<file path="src/rtl/count_pkg.sv">
// rtl/count_pkg.sv - shared state, mode encodings and Gray helper for count_source
package count_pkg;

    typedef enum logic [1:0] {
        IDLE    = 2'd0,
        SETUP   = 2'd1,
        PRESENT = 2'd2,
        DONE    = 2'd3
    } state_e;

    localparam logic [1:0] MODE_UP   = 2'd0;
    localparam logic [1:0] MODE_DOWN = 2'd1;
    localparam logic [1:0] MODE_GRAY = 2'd2;

    // Callers truncate the result to their own width; the low bits stay valid.
    function automatic logic [31:0] bin2gray(input logic [31:0] b);
        return b ^ (b >> 1);
    endfunction

endpackage

</file>
<file path="src/rtl/count_step.sv">
// rtl/count_step.sv - next sequence index and wrap flag from idx and latched mode
module count_step
    import count_pkg::*;
#(
    parameter int CNT_W = 2
) (
    input  logic [CNT_W-1:0] idx,
    input  logic [1:0]       mode,
    output logic [CNT_W-1:0] idx_next,
    output logic             wrap
);

    always_comb begin
        if (mode == MODE_DOWN) begin
            idx_next = idx - CNT_W'(1);
            wrap     = (idx == '0);
        end else begin
            idx_next = idx + CNT_W'(1);
            wrap     = &idx;
        end
    end

endmodule

</file>
<file path="src/rtl/count_source.sv">
// rtl/count_source.sv - sequenced count/status producer; COUNT_SOURCE_GRAY_EN enables Gray output in mode 2
module count_source
    import count_pkg::*;
#(
    parameter int CNT_W     = 2,
    parameter int BURST_LEN = 8,
    parameter int SETUP_CYC = 1
) (
    input  logic             clk,
    input  logic             rst_n,
    input  logic             start,
    input  logic             stop,
    input  logic [CNT_W-1:0] start_val,
    input  logic [1:0]       mode,
    input  logic             ack,
    output logic [CNT_W-1:0] count,
    output logic             status,
    output logic             busy,
    output logic             done,
    output logic             wrap
);

    localparam logic [3:0] SETUP_T = 4'(SETUP_CYC);
    localparam logic [7:0] BURST_T = 8'(BURST_LEN);

    state_e           state_q, state_d;
    logic [CNT_W-1:0] idx_q, idx_d;
    logic [CNT_W-1:0] count_q, count_d;
    logic [1:0]       mode_q, mode_d;
    logic [7:0]       beat_q, beat_d;
    logic [3:0]       timer_q, timer_d;
    logic             status_q, status_d;
    logic             done_q, done_d;
    logic             wrap_q, wrap_d;
    logic [CNT_W-1:0] step_idx;
    logic             step_wrap;

    count_step #(.CNT_W(CNT_W)) u_step (
        .idx      (idx_q),
        .mode     (mode_q),
        .idx_next (step_idx),
        .wrap     (step_wrap)
    );

    always_comb begin
        state_d  = state_q;
        idx_d    = idx_q;
        mode_d   = mode_q;
        beat_d   = beat_q;
        timer_d  = timer_q;
        status_d = status_q;
        done_d   = 1'b0;
        wrap_d   = 1'b0;
        case (state_q)
            IDLE: begin
                if (start) begin
                    idx_d    = start_val;
                    mode_d   = mode;
                    beat_d   = '0;
                    timer_d  = SETUP_T;
                    status_d = 1'b0;
                    state_d  = SETUP;
                end
            end
            SETUP: begin
                if (stop) begin
                    state_d  = IDLE;
                    idx_d    = '0;
                    beat_d   = '0;
                    status_d = 1'b0;
                end else if (timer_q <= 4'd1) begin
                    status_d = 1'b1;
                    state_d  = PRESENT;
                end else begin
                    timer_d = timer_q - 4'd1;
                end
            end
            PRESENT: begin
                // stop beats ack: the handshake is dropped and no done is raised
                if (stop) begin
                    state_d  = IDLE;
                    idx_d    = '0;
                    beat_d   = '0;
                    status_d = 1'b0;
                end else if (ack) begin
                    beat_d   = beat_q + 8'd1;
                    status_d = 1'b0;
                    if (beat_q + 8'd1 == BURST_T) begin
                        done_d  = 1'b1;
                        state_d = DONE;
                    end else begin
                        idx_d   = step_idx;
                        wrap_d  = step_wrap;
                        timer_d = SETUP_T;
                        state_d = SETUP;
                    end
                end
            end
            default: begin
                state_d = IDLE;
            end
        endcase
`ifdef COUNT_SOURCE_GRAY_EN
        count_d = (mode_d == MODE_GRAY) ? CNT_W'(bin2gray(32'(idx_d))) : idx_d;
`else
        count_d = idx_d;
`endif
    end

    always_ff @(posedge clk or negedge rst_n) begin
        if (!rst_n) begin
            state_q  <= IDLE;
            idx_q    <= '0;
            count_q  <= '0;
            mode_q   <= MODE_UP;
            beat_q   <= '0;
            timer_q  <= '0;
            status_q <= 1'b0;
            done_q   <= 1'b0;
            wrap_q   <= 1'b0;
        end else begin
            state_q  <= state_d;
            idx_q    <= idx_d;
            count_q  <= count_d;
            mode_q   <= mode_d;
            beat_q   <= beat_d;
            timer_q  <= timer_d;
            status_q <= status_d;
            done_q   <= done_d;
            wrap_q   <= wrap_d;
        end
    end

    assign count  = count_q;
    assign status = status_q;
    assign busy   = (state_q == SETUP) || (state_q == PRESENT);
    assign done   = done_q;
    assign wrap   = wrap_q;

endmodule

</file>
<file path="config.mk">
export PLATFORM = sky130hd
export DESIGN_NAME = count_source
export DESIGN_NICKNAME = d
export VERILOG_FILES = /design/src/rtl/count_pkg.sv /design/src/rtl/count_step.sv /design/src/rtl/count_source.sv
export SDC_FILE = /design/constraint.sdc
export NUM_CORES = 1
export LEC_CHECK = 0
export ABC_AREA = 1
export CELL_PAD_IN_SITES_DETAIL_PLACEMENT = 0
export CELL_PAD_IN_SITES_GLOBAL_PLACEMENT = 1
export CORE_MARGIN = 2
export CORE_UTILIZATION = 41
export CTS_CLUSTER_DIAMETER = 60
export DETAILED_ROUTE_END_ITERATION = 8
export GPL_TIMING_DRIVEN = 0
export PLACE_DENSITY = 0.75
export SLEW_MARGIN = 20
export SYNTH_ARGS = -nofsm -noshare
export SYNTH_HDL_FRONTEND = slang
export SYNTH_SLANG_ARGS = --single-unit
</file>
<file path="constraint.sdc">
create_clock -name clk -period 1.8 [get_ports clk]
set_input_delay 0.27 -clock clk [delete_from_list [all_inputs] [get_ports clk]]
set_output_delay 0.27 -clock clk [all_outputs]
set_load 0.02 [all_outputs]
</file>
# Word-level counts from Yosys, hierarchy flattened
# Cells that the tools add are included.
[word_totals] ff_bits=21 latch_bits=0 ramBits=0 mem_bits_ro=0 input_bits=9 out_inout_bits=6 wordCells=79 memories=0
[classes] addsub=4 n_mul=0 div_mod_pow=0 order_cmp=1 n_eq_ne=14 shifts=0 mux=41 n_bitwise=0 reduce_logical=11
[op_table] cell="$mux W8" n=4
[op_table] cell="$mux W2" n=12
[op_table] cell="$mux W4" n=6
[op_table] cell="$pmux W8 S3" n=1
[op_table] cell="$mux W1" n=14
[op_table] cell="$ne A2 B2 Y1 const B" n=7
[op_table] cell="$pmux W2 S3" n=2
[op_table] cell="$pmux W4 S3" n=1
[op_table] cell="$ne A3 B3 Y1 const B" n=3
[op_table] cell="$add A8 B1 Y8 const B" n=1
[op_table] cell="$eq A8 B4 Y1 const B" n=1
[op_table] cell="$reduce_and A4 Y1" n=2
[op_table] cell="$reduce_and A7 Y1" n=1
[op_table] cell="$reduce_and A5 Y1" n=1
[op_table] cell="$eq A2 B1 Y1 const B" n=2
[op_table] cell="$le A4 B1 Y1 const B" n=1
[op_table] cell="$logic_not A2 Y1" n=2
[op_table] cell="$reduce_and A2 Y1" n=2
[op_table] cell="$sub A4 B1 Y4 const B" n=1
[op_table] cell="$pmux W1 S3" n=1
[op_table] cell="$reduce_and A3 Y1" n=1
[op_table] cell="$reduce_bool A3 Y1" n=1
[op_table] cell="$add A2 B1 Y2 const B" n=1
[op_table] cell="$eq A2 B2 Y1 const B" n=1
[op_table] cell="2 further kinds" n=2

# Longest topological paths before layout
[depth] word_depth=6 ltp_mapped=13 depth_no_buf=12

# By module
# A second synthesis with hierarchy kept.
[unflattened] cells_unflattened=186 area_unflattened_um2=1397.6
[modules_own_cells] mod="count_source" n_inst=1 cells_each=171 area_per_inst_um2=1335.0 seq_area_each_um2=525.5
[modules_own_cells] mod="count_step" n_inst=1 cells_each=15 area_per_inst_um2=62.6 seq_area_each_um2=0.0

# Least setup slack after synthesis
# Ideal clock, no wire load.
[synth_timing] path_kind="register to register" from="register state_q[0]" to="register count_q[0] (netlist: count[0])" setup_time_ps=118 arrival_ps=1548 required_ps=1682 setup_slack_ps=135 stages_incl_launch_ff=13 n_path_buf=1 period_less_slack_ps=1665 path_cell_list="dfrtp_1 inv_1 ha_1 inv_1 nor2_1 or2_1 nor2_4 inv_4 nor2_2 buf_6 nand2_2 nand2_1 nand2_1"
[synth_via] elab_chain_cells=3 word_cells_on_any_way=10 classes_between="6 x eq/ne; 1 x mux; 3 x reduce/logical"
[synth_rtl] element="start: declaration" line_no="count_source.sv:26" source="state_e state_q, state_d;"
[synth_rtl] element="start signal: assignment" line_no="count_source.sv:122" source="state_q <= state_d;"
[synth_rtl] element="$eq A2 B2 Y1, or another cell as far along" line_no="count_source.sv:54" source="case (state_q)"
[synth_rtl] element="$ne A3 B3 Y1 (no line), or another cell as far along"
[synth_rtl] element="$reduce_and A5 Y1 (no line)"
[synth_rtl] element="end signal: assignment" line_no="count_source.sv:124" source="count_q <= count_d;"
[synth_rtl] element="end: declaration" line_no="count_source.sv:28" source="logic [CNT_W-1:0] count_q, count_d;"
# Parallel ways exist; a longest one is shown, timed or not.
# A chain may end at the register's enable or synchronous reset.

# Final worst setup path
[layout_timing] from="register state_q[1]" to="register beat_q[3]"
[layout_via] elab_chain_cells=3 word_cells_on_any_way=9 classes_between="5 x eq/ne; 1 x mux; 3 x reduce/logical"
[layout_rtl] element="$eq A2 B2 Y1, or another cell as far along" line_no="count_source.sv:54"
[layout_rtl] element="$ne A3 B3 Y1 (no line), or another cell as far along"
[layout_rtl] element="$reduce_and A4 Y1 (no line)"
[layout_rtl] element="end signal: assignment" line_no="count_source.sv:126" source="beat_q <= beat_d;"
[layout_rtl] element="end: declaration" line_no="count_source.sv:30" source="logic [7:0] beat_q, beat_d;"
# Parallel ways exist; a longest one is shown, timed or not.

==> results.md <==
* Outcome: completed
* DR WL/cell at approximately 12 um
* Final setup fails at 0
* RSZ-0062 raised after global routing: yes
* Setup TNS at 0 ps
* Pin count of the biggest net entering global routing at 22
* Peak VDD IR at a little under 800 uV
* Skew-Pair Late Insertion Delay at 300 ps
* Mapped Cells at between 150 and 200
* YS warnings at 0
* Tmin final at between 1500 and 2000 ps
* Req. time, crit path at 1990 ps
* Slew Viols, Final at 0
* Synth Area in Simple Gates at 36.90%
* Reg clk slew, reported paths at 120 ps
* Pwr Total at approximately 0.0024 W
* Die height at 62.23 um
* GPL Wtd Cong at 0.7889
* Via density per instance at 4.857
* DR iter-0 viols at 50
* Largest area contributor in the synthesized netlist: dfrtp_1
* Setup crit end: beat_q[3]
* Starting Density at a little over two fifths
* Worst-margin pin slew at between 400 and 500 ps
* Area of the multi-input gates at 815.8 um^2
* Fmax at 569.2 MHz
* ANT nets after route at 0
* Synth Area in Compound Gates at 9.451%
* Slew HR at 66.92%
* Row cnt at 21
* Mux cell area share after synthesis at less than 1%
* Combinational family with the most area after synthesis: simple AND/OR/NAND/NOR gates
* Final cell count without fillers at 252
* Detail Placement HPWL at around 2.2 mm
* Die ar. at roughly 3900 um^2
* Register area at 528.0 um^2
* Initial antenna violation count at 0
* Syn_nets at 191
* H-tree levels at 1
* Vias in the first global route at approximately 1200
* Power per cell area at 1347 nW/um^2
* Synth top area cells: dfrtp_1 38%, nand2_1 12%, ha_1 7.2%
* CP arrival at 1950 ps
* Hold Crit Class: input port to asynchronous set/reset pin
* FF-to-FF setup slack at 40 ps
* CTS root buffer: clkbuf_4
* Layout cell share with drive strength beyond 1 at 26.70%
* Placed cell count at 234
* Commonest non-fill, non-tap cell in the layout: nand2_1
* Nature of the critical path startpoint: flip-flop
* CTS Buf Count at 3
* Die Span X at 62.23 um
* CTS Buffer Depth at 2
* Pleak at roughly 0.80 nW
* Initial DRT Pass Iterations at 4
* Critical path peak fanout at 5
* Core area at between 3000 and 4000 um^2
* Max_cap viols at 0
* Post-synthesis adder-cell area fraction at under 10%
* R2r endpoint: beat_q[3]
* Gr ovfl total at 0
* Critical R2R Launch: state_q[1]
* Area of the mapped netlist at 1390 um^2
* Count of state elements after synthesis at 21
* CP Capture Type: flip-flop
* Share of the synthesized area in the top cell type at 37.80%
* CP startpoint: state_q[1]
* Tot GR Track Use at 15.60%
* First-pass GRT wire length at ~5 mm
* Seq/Total Area, Yosys at between 30% and 40%
* Worst setup path class: flip-flop to flip-flop
* N_diodes at 0
* # DRC at 0
* Routed WL at 2.942 mm
* Layout area overhead at 27.09%
* Worst Skew at 3.955 ps
* Netlist cell types at 31
* IO Count at 15
* R2r worst-path depth at 10
* Vias at 1224
* Xor-xnor portion of the synthesized cell area at 0.6301%
* Final Cycle Share at 97.60%
* Fillers at 321
* Clock Sinks at 21
* IO Port Bufs at 14
* Most frequent cells in the layout: 44 x nand2_1, 19 x dfrtp_1, 17 x inv_1, 13 x nand3_1
* CTS tree: yes
* Avg Cell Area, Syn at 7.989 um^2
* Final Hold Vio Count at 0
* Final net count at 224
layer usage:
metal	up-vias	GRT usage (%)	wire (um)
met3	2	2.355	59
met1	582	19.10	1365
met4	0	5.278	19
li1	629	-	-
met2	11	27.99	1497
met5	-	0	0
report_power, final:
part | leakage [nW] | switching (W) | internal [W]
Sequential | 0.275 | 0.000106 | 0.000592
Combinational | 0.510 | 0.000788 | 0.000660
Clock | 0.0150 | 0.000148 | 0.0000863
logic make-up after synthesis:
| logic type | Yosys count |
|---|---|
| XOR/XNOR | 1 |
| buffers and inverters | 24 |
| multiplexers | 1 |
| AND/OR/NAND/NOR | 95 |
| AO/OA/AOI/OAI | 24 |
| adder cells (fa/ha/maj) | 8 |
| flip-flops | 21 |
area by class of cell:
type | count | share of cell area, %
clock buffer | 4 | 1.487
buffer | 1 | 0.6374
tap | 46 | 3.258
multi-input combinational | 129 | 46.18
inverter | 23 | 5.028
timing repair buffer | 28 | 13.53
sequential | 21 | 29.89
what timing repair did:
item	in CTS	in global routing
endpoints found under the hold margin	0	21
gates resized for setup	5	16
pin swaps	1	8
buffers inserted	3	9
hold buffers	0	1
cloned	0	1
endpoints found under the setup margin	13	17
through the flow:
stage               hold slack, ps  cell area [um^2]  utilization [%]  setup WS [ps]
CTS                          515.6              1640            49.94          8.539
global placement             473.0              1588            48.34         -37.54
finish                       443.8              1767            53.79          43.20
global route                 493.3              1767            53.79         -51.78
floorplan                   -25.59              1390                -          134.5
detailed placement           486.8              1588            48.34         -86.10
registers in the layout, summed over array words and instances, names as in the netlist:
name	cells
count	2
state_q	2
status	1
timer_q	4
beat_q	8
mode_q	2
done	1
wrap	1
how the worst min path moves through the flow:
stage / from / cells after the start / to / slack, ps
after global placement: status / 2 / status / 470
after global routing: rst_n / 2 / count[1] / 490
final: rst_n / 2 / count[1] / 440
after floorplan: rst_n / 0 / beat_q[0] / -30
after CTS: timer_q[1] / 2 / timer_q[1] / 520
after detailed placement: status / 2 / status / 490
cell usage after synthesis (all sizes together):
cell type / n
nor3: 2
nand3: 14
buf: 1
a21oi: 5
or2: 2
xor2: 1
dfrtp: 21
and2: 1
a31oi: 1
nor2: 17
nand2: 53
ha: 8
and3: 2
mux2: 1
o22ai: 5
inv: 23
o21ai: 13
nand4: 4
critical path, stage by stage, from the launching register on:
cell     delay [ps]
dfrtp_1         390
inv_1           100
ha_4            170
inv_2            50
nor2_2           40
or2_4           270
nor2_4          160
inv_4            60
nor2_4          130
buf_2           190
o22ai_1          90
(Power assumes the default switching activity.)
